**config.mk**
```make
export PLATFORM = sky130hd
export DESIGN_NAME = video_timing
export DESIGN_NICKNAME = d
export VERILOG_FILES = /design/src/rtl/video_timing.sv
export SDC_FILE = /design/constraint.sdc
export NUM_CORES = 1
export LEC_CHECK = 0
export BUFFER_PORTS_ARGS = -buffer_cell sky130_fd_sc_hd__buf_2
export CORE_ASPECT_RATIO = 0.6
export CORE_MARGIN = 3
export CORE_UTILIZATION = 56
export DETAILED_ROUTE_END_ITERATION = 8
export GPL_ROUTABILITY_DRIVEN = 0
export PLACE_DENSITY_LB_ADDON = 0.05
export SYNTH_ARGS = -nofsm -noshare
export SYNTH_HDL_FRONTEND = slang
export SYNTH_SLANG_ARGS = --single-unit
```
**constraint.sdc**
```tcl
create_clock -name clk40 -period 4.3 [get_ports clk40]
set_input_delay 0.215 -clock clk40 [delete_from_list [all_inputs] [get_ports clk40]]
set_output_delay 0.215 -clock clk40 [all_outputs]
set_load 0.05 [all_outputs]
```
**src/rtl/video_timing.sv**
```systemverilog
// video_timing: free-running 800x600@60 raster timing generator (40 MHz pixel clock).
// Keeps the horizontal/vertical position counters and decodes sync, active video,
// the next-line look-ahead used by the line fetcher, and frame strobes/count.
//
// Ports:
//   clk40           in   pixel clock
//   rst_n           in   asynchronous active-low reset
//   hPos            out  current horizontal position, 0..H_TOTAL-1
//   vPos            out  current vertical position, 0..V_TOTAL-1
//   videoActive     out  current pixel is visible
//   hsync, vsync    out  sync pulses at the SYNC_POL level
//   nextVPos        out  line displayed after the current one
//   nextFrameActive out  nextVPos is a visible line
//   lineStarting    out  1-cycle pulse LEAD cycles before a visible line begins
//   lineEnding      out  1-cycle pulse on the last visible pixel of a line
//   frameStart      out  1-cycle pulse at position (0,0)
//   frameCount      out  frame counter, wraps modulo 256
module video_timing #(
    parameter int unsigned H_VISIBLE = 800,
    parameter int unsigned H_FP      = 40,
    parameter int unsigned H_SYNC    = 128,
    parameter int unsigned H_BP      = 88,
    parameter int unsigned V_VISIBLE = 600,
    parameter int unsigned V_FP      = 1,
    parameter int unsigned V_SYNC    = 4,
    parameter int unsigned V_BP      = 23,
    parameter int unsigned LEAD      = 2,
    parameter bit          SYNC_POL  = 1'b1
) (
    input  logic        clk40,
    input  logic        rst_n,
    output logic [10:0] hPos,
    output logic [9:0]  vPos,
    output logic        videoActive,
    output logic        hsync,
    output logic        vsync,
    output logic [9:0]  nextVPos,
    output logic        nextFrameActive,
    output logic        lineStarting,
    output logic        lineEnding,
    output logic        frameStart,
    output logic [7:0]  frameCount
);

    localparam int unsigned HW       = 11;
    localparam int unsigned VW       = 10;
    localparam int unsigned H_TOTAL  = H_VISIBLE + H_FP + H_SYNC + H_BP;
    localparam int unsigned V_TOTAL  = V_VISIBLE + V_FP + V_SYNC + V_BP;
    localparam int unsigned HS_START = H_VISIBLE + H_FP;
    localparam int unsigned HS_END   = HS_START + H_SYNC;
    localparam int unsigned VS_START = V_VISIBLE + V_FP;
    localparam int unsigned VS_END   = VS_START + V_SYNC;

    // Internal position; parked at the last raster position during reset so the
    // first edge after release lands on (0,0).
    logic [HW-1:0] r_h;
    logic [VW-1:0] r_v;
    // Set after the first edge out of reset; the wrap out of reset is not a frame.
    logic          r_run;

    logic          w_h_wrap;
    logic          w_v_wrap;
    logic [HW-1:0] w_h_nxt;
    logic [VW-1:0] w_v_nxt;
    logic [VW-1:0] w_nv_nxt;
    logic          w_nfa_nxt;

    // Next-state position and next-line look-ahead; outputs decode from these
    // so every registered output matches the position presented with it.
    always_comb begin
        w_h_wrap  = (r_h == HW'(H_TOTAL - 1));
        w_v_wrap  = (r_v == VW'(V_TOTAL - 1));
        w_h_nxt   = w_h_wrap ? '0 : r_h + HW'(1);
        w_v_nxt   = r_v;
        if (w_h_wrap) begin
            w_v_nxt = w_v_wrap ? '0 : r_v + VW'(1);
        end
        w_nv_nxt  = (w_v_nxt == VW'(V_TOTAL - 1)) ? '0 : w_v_nxt + VW'(1);
        w_nfa_nxt = (w_nv_nxt < VW'(V_VISIBLE));
    end

    // Counters and registered decode.
    always_ff @(posedge clk40 or negedge rst_n) begin
        if (!rst_n) begin
            r_h             <= HW'(H_TOTAL - 1);
            r_v             <= VW'(V_TOTAL - 1);
            r_run           <= 1'b0;
            hPos            <= '0;
            vPos            <= '0;
            videoActive     <= 1'b0;
            hsync           <= 1'b0;
            vsync           <= 1'b0;
            nextVPos        <= '0;
            nextFrameActive <= 1'b0;
            lineStarting    <= 1'b0;
            lineEnding      <= 1'b0;
            frameStart      <= 1'b0;
            frameCount      <= '0;
        end else begin
            r_h             <= w_h_nxt;
            r_v             <= w_v_nxt;
            r_run           <= 1'b1;
            hPos            <= w_h_nxt;
            vPos            <= w_v_nxt;
            videoActive     <= (w_h_nxt < HW'(H_VISIBLE)) && (w_v_nxt < VW'(V_VISIBLE));
            hsync           <= ((w_h_nxt >= HW'(HS_START)) && (w_h_nxt < HW'(HS_END)))
                               ? SYNC_POL : ~SYNC_POL;
            vsync           <= ((w_v_nxt >= VW'(VS_START)) && (w_v_nxt < VW'(VS_END)))
                               ? SYNC_POL : ~SYNC_POL;
            nextVPos        <= w_nv_nxt;
            nextFrameActive <= w_nfa_nxt;
            lineStarting    <= (w_h_nxt == HW'(H_TOTAL - LEAD)) && w_nfa_nxt;
            lineEnding      <= (w_h_nxt == HW'(H_VISIBLE - 1)) && (w_v_nxt < VW'(V_VISIBLE));
            frameStart      <= (w_h_nxt == '0) && (w_v_nxt == '0);
            if (w_h_wrap && w_v_wrap && r_run) begin
                frameCount <= frameCount + 8'd1;
            end
        end
    end

endmodule
```
### Word level (Yosys, flattened, before mapping)

Cells that the tools add are included.
Widths: inputs -> output; s select.

| word-level totals | value |
|---|---|
| register bits after elaboration | 68 |
| bits of input ports | 2 |
| output and inout port bits | 46 |

| cells by class | value |
|---|---|
| add/subtract/negate cells | 4 |
| order comparisons | 7 |
| equal/unequal tests | 5 |
| multiplexer cells | 6 |
| reductions and logical operators | 10 |

Operators with widths:

| kind | number |
|---|---|
| $lt 10x10->1 const B | 3 |
| $mux 10 | 3 |
| $eq 11x11->1 const B | 2 |
| $lt 11x10->1 const B | 2 |
| $add 10x1->10 const B | 2 |
| $eq 10x10->1 const B | 2 |
| $add 11x1->11 const B | 1 |
| $eq 11x10->1 const B | 1 |
| $ge 11x10->1 const B | 1 |
| $logic_not 11->1 | 1 |
| $mux 11 | 1 |
| $ge 10x10->1 const B | 1 |
| $logic_not 10->1 | 1 |
| $add 8x1->8 const B | 1 |
| $logic_and 1x1->1 | 8 |
| $mux 1 | 2 |

### Longest topological paths before layout

| logic depth | value |
|---|---|
| depth in word-level cells | 7 |
| gate-level depth with buffers | 13 |
| mapped depth without buffers | 12 |

### Least setup slack after synthesis

No wires, ideal clock.

| timing | value |
|---|---|
| path kind | register to register |
| start point | register r_h[5] |
| end point | register lineStarting |
| setup time | 0.127 ns |
| data arrival time | 3.124 ns |
| setup slack | 1.049 ns |
| stages on the path, launching flop included | 11 |
| path buffers | 0 |
| period minus slack after synthesis | 3.251 ns |
| path through | dfrtp_1 > or4_4 > nor3_4 > nand2_1 > o21ai_0 > ha_1 > nand2_1 > o31a_1 > a21o_1 > o32ai_2 > a21oi_2 |

| between the ends | value |
|---|---|
| longest elaborated chain between the ends | 6 |
| elaborated cells on any way between the ends | 10 |
| those cells by class | 2 x add/sub; 1 x order compare; 3 x eq/ne; 3 x mux; 1 x reduce/logical |

RTL lines:

| item | line | source |
|---|---|---|
| from (decl) | 56 | `logic [HW-1:0] r_h;` |
| from (signal assigned) | 85 | `r_h <= HW'(H_TOTAL - 1);` |
| from (signal assigned) | 100 | `r_h <= w_h_nxt;` |
| $eq 11x11->1 * | 71 | `w_h_wrap = (r_h == HW'(H_TOTAL - 1));` |
| $mux 10 * | 75 | `if (w_h_wrap) begin` |
| named net w_v_nxt[0] | 64 | `logic [VW-1:0] w_v_nxt;` |
| $add 10x1->10 or $eq 10x10->1 (tied branches) | 78 | `w_nv_nxt = (w_v_nxt == VW'(V_TOTAL - 1)) ? '0 : w_v_nxt + VW'(1);` |
| $mux 10 * | 78 |  |
| $lt 10x10->1 * | 79 | `w_nfa_nxt = (w_nv_nxt < VW'(V_VISIBLE));` |
| $logic_and 1x1->1 * | 112 | `lineStarting <= (w_h_nxt == HW'(H_TOTAL - LEAD)) && w_nfa_nxt;` |
| to (signal assigned) | 112 |  |
| to (decl) | 39 | `output logic lineStarting,` |

Mark *: on every way through the listed nets, which the timed path passes. The rest lies on a longest branch.
A chain may end at the register's enable or synchronous reset.

### Worst setup path in the final report

| timing | value |
|---|---|
| start point | register r_v[1] |
| end point | register lineStarting |

| between the ends | value |
|---|---|
| longest elaborated chain between the ends | 7 |
| elaborated cells on any way between the ends | 9 |
| those cells by class | 2 x add/sub; 1 x order compare; 2 x eq/ne; 3 x mux; 1 x reduce/logical |

RTL lines:

| item | line | source |
|---|---|---|
| from (decl) | 57 | `logic [VW-1:0] r_v;` |
| from (signal assigned) | 86 | `r_v <= VW'(V_TOTAL - 1);` |
| from (signal assigned) | 101 | `r_v <= w_v_nxt;` |
| $add 10x1->10 or $eq 10x10->1 (tied branches) | 76, 72 |  |
| $mux 10 | 76 | `w_v_nxt = w_v_wrap ? '0 : r_v + VW'(1);` |
| $mux 10 * | 75 |  |
| named net w_v_nxt[1] | 64 |  |
| $add 10x1->10 or $eq 10x10->1 (tied branches) | 78 |  |
| $mux 10 * | 78 |  |
| $lt 10x10->1 * | 79 |  |
| $logic_and 1x1->1 * | 112 |  |

Marked as above.

==> flow_metrics.env <==
export IMPL_rsz0062_at_grt="false"
export IMPL_synth_cell_types=59
export IMPL_num_rows=19
export IMPL_cts_resized=0
export IMPL_p_clk_share_pct=49.2
export IMPL_avgViaCountPerCell=5.76
export IMPL_clockRootBuffer="clkbuf_8"
export IMPL_setup_tns_ns=0
export IMPL_yosysTopAreaCell="dfrtp_1"
export IMPL_hold_viol_final=0
export IMPL_total_leakage_power_nw=1.64
export IMPL_synth_compound_area_share_pct=8.94
export IMPL_stdcell_area_sq_um=3460
export IMPL_grt_pass1_vias=2051
export IMPL_insertedDiodeCount=0
export IMPL_p_seq_share_pct=49.8
export IMPL_drc_errors=0
export IMPL_status="finished clean"
export IMPL_yosys_area_share_simple_pct=23.6
export IMPL_htree_levels=3
export IMPL_cts_buffer_depth=2
export IMPL_synth_seq_cells=59
export IMPL_synth_most_common_cell="dfrtp_1"
export IMPL_p_int_mw=0.899
export IMPL_grt_first_pass_wirelength_um=10800
export IMPL_area_growth_synth_to_final_pct=15.0
export IMPL_timing_hold_ws_ns=0.0125
export IMPL_use_met1_pct=36.1
export IMPL_dieArea_sq_um=6320
export IMPL_cp_start_kind="register"
export IMPL_hold_buffers=0
export IMPL_grt_util_met3_pct=8.25
export IMPL_synth_xor_area_share_pct=8.48
export IMPL_firstDrtPassIters=4
export IMPL_synthMuxAreaShare_pct=0.748
export IMPL_synth_top_family_by_area="simple AND/OR/NAND/NOR gates"
export IMPL_ys_async_sr_fraction_pct=100
export IMPL_die_w_um=101
export IMPL_p_total_mw=1.12
export IMPL_fin_util_pct=71.0
export IMPL_worstHoldPathType="input pin to asynchronous set/reset pin"
export IMPL_worstMarginPinSlew_ns=0.886
export IMPL_synth_area_sq_um=3010
export IMPL_multi_input_area_sq_um=1370
export IMPL_synth_nets=286
export IMPL_yosys_top_cells_area="dfrtp_1 (39%), dfstp_2 (10%), xnor2_1 (4.9%), ha_1 (3.7%), nand2_1 (2.9%)"
export IMPL_nFillCells=361
export IMPL_wl_per_cell_um=16.8
export IMPL_clock_latency_ns=0.33
export IMPL_clock_sinks=59
export IMPL_final_min_clock_period_ns=3.57
export IMPL_synth_common_cells="dfrtp_1 (47), nand2_1 (23), nor2_1 (21), xnor2_1 (17)"
export IMPL_drv_cap=0
export IMPL_drv_slew=0
export IMPL_core_area_sq_um=4870
export IMPL_clk_pin_slew_worst_paths_ns=0.07
export IMPL_grt_overflow_total=0
export IMPL_gr_max_usage_layer="met1"
export IMPL_setup_viol=0
export IMPL_combinationalPowerShare_pct=1.0
export IMPL_grt_use_total_pct=22.4
export IMPL_die_h_um=62.8
export IMPL_criticalPathCategory="register to register"
export IMPL_wirelength_um=6520
export IMPL_initial_utilization_pct=61.8
export IMPL_relSlewSlack_pct=40.7
export IMPL_synth_warnings=0
export IMPL_finalCritPeriodShare_pct=83.1
export IMPL_grt_max_degree=60
export IMPL_drt_iter0_markers=210
export IMPL_synthAdderAreaFrac_pct=3.74
export IMPL_ir_drop_v=0.000215
export IMPL_num_vias=2230
export IMPL_power_switching_mw=0.218
export IMPL_syn_inst=275
export IMPL_regArea_sq_um=1490
export IMPL_end_kind="register"
export IMPL_synth_ff_type="dfrtp_1"
export IMPL_cts_buffers=9
export IMPL_cp_arrival_ns=3.83
export IMPL_drive_gt1_share_pct=30.6
export IMPL_avgSynthCellArea_sq_um=10.9
export IMPL_drtAntennaViolNets=0
export IMPL_synth_edf_count=0
export IMPL_switching_share_pct=19.5
export IMPL_dpl_instance_area_sq_um=3240
export IMPL_yosysSeqAreaShare_pct=49.5
export IMPL_cts_tree="built"
export IMPL_antenna_found_initial=0
export IMPL_required_ns=4.56
export IMPL_use_met2_pct=26.9
export IMPL_postCtsSetupBuffers=0
export IMPL_skew_ns=0.00984
export IMPL_nets=330
export IMPL_cp_max_fo=6
export IMPL_yosysTopAreaCellShare_pct=39.1
export IMPL_place_port_buffers=47
export IMPL_hpwlAfterDp_um=4800
export IMPL_ios=48
export IMPL_pwr_density_cell_nw_per_um2=323
export IMPL_fmax_ghz=0.280
-- placed cells by master, fill, tap and decap left out, types with 7 or more instances in the layout --
master and count:
nor3_1 9, and3_1 7, xnor2_1 17, dfrtp_1 47
dfstp_2 12, inv_1 10, ha_1 9, buf_2 47
nand2_1 23, nand3_1 7, clkbuf_8 10, nor2_1 21
nand4_1 12, xor2_1 9
-- worst max-delay path, cell delays in order (launching register included) --
cell	delay (ns)
dfstp_2	0.60
ha_1	0.27
nor4bb_1	0.54
and3_1	0.38
nor2_1	0.07
a22oi_1	0.30
inv_1	0.16
ha_1	0.29
and4_1	0.23
or2_1	0.22
a21oi_1	0.19
o32ai_2	0.12
a21oi_2	0.14
-- area by class of cell --
| cell class | instances | area share, % |
|---|---|---|
| Tap cell | 63 | 2.28 |
| Clock buffer | 12 | 4.19 |
| Clock inverter | 4 | 2.17 |
| Multi-Input combinational cell | 189 | 39.7 |
| Sequential cell | 59 | 43.1 |
| Inverter | 11 | 1.34 |
| Timing Repair Buffer | 49 | 7.23 |
-- power groups by stage --
stage | Combinational (mW) | Clock [mW] | Sequential, mW
detailed placement | 0.0117 | 0 | 0.566
global route | 0.0133 | 0.586 | 0.556
CTS | 0.0116 | 0.560 | 0.556
floorplan | 0.0000823 | 0 | 0.566
finish | 0.0108 | 0.550 | 0.556
global placement | 0.0116 | 0 | 0.566
-- cell families (layout without fill, tap and decap cells) --
family,after synthesis,count (layout)
AOI/OAI and AO/OA,34,34
DFF,59,59
xor gates and xnor gates,27,27
muxes,2,2
other,1,1
and+or+nand+nor,116,116
adders and majority gates,9,9
buffers and inverters,27,76
-- metal layers --
metal	part of all wire [%]	vias up
met5	0	-
met4	0.75	0
met3	11	5
met2	39	110
met1	50	1052
li1	-	1063
-- worst paths after layout --
check                                                from                        end  slack (ns)  cells past startpoint
worst max-delay path                     r_v[1]$_DFF_PN1_     lineStarting$_DFF_PN0_        0.73                     12
worst min-delay path                                rst_n           r_h[9]$_DFF_PN0_        0.01                      2
worst max register to register           r_v[1]$_DFF_PN1_     lineStarting$_DFF_PN0_        0.73                     12
worst min register to register  frameCount[7]$_DFFE_PN0P_  frameCount[7]$_DFFE_PN0P_        0.50                      1
max in group asynchronous                           rst_n  frameCount[3]$_DFFE_PN0P_        3.84                      2
min in group clk40              frameCount[7]$_DFFE_PN0P_  frameCount[7]$_DFFE_PN0P_        0.50                      1
-- sequential cells by signal, indices dropped and copies added, names as in the netlist, 6 cells and up --
register and count:
nextVPos 10, hPos 6, r_v 10, r_h 11, frameCount 8, vPos 6
-- stage by stage --
step / cells / setup slack [ns]
3_5_place_dp: 371 / 0.814
5_1_grt: 387 / 0.378
3_3_place_gp: 371 / 0.944
4_1_cts: 387 / 0.776
6_report: 387 / 0.726
2_1_floorplan: 275 / 1.05
(Power assumes the default switching activity.)
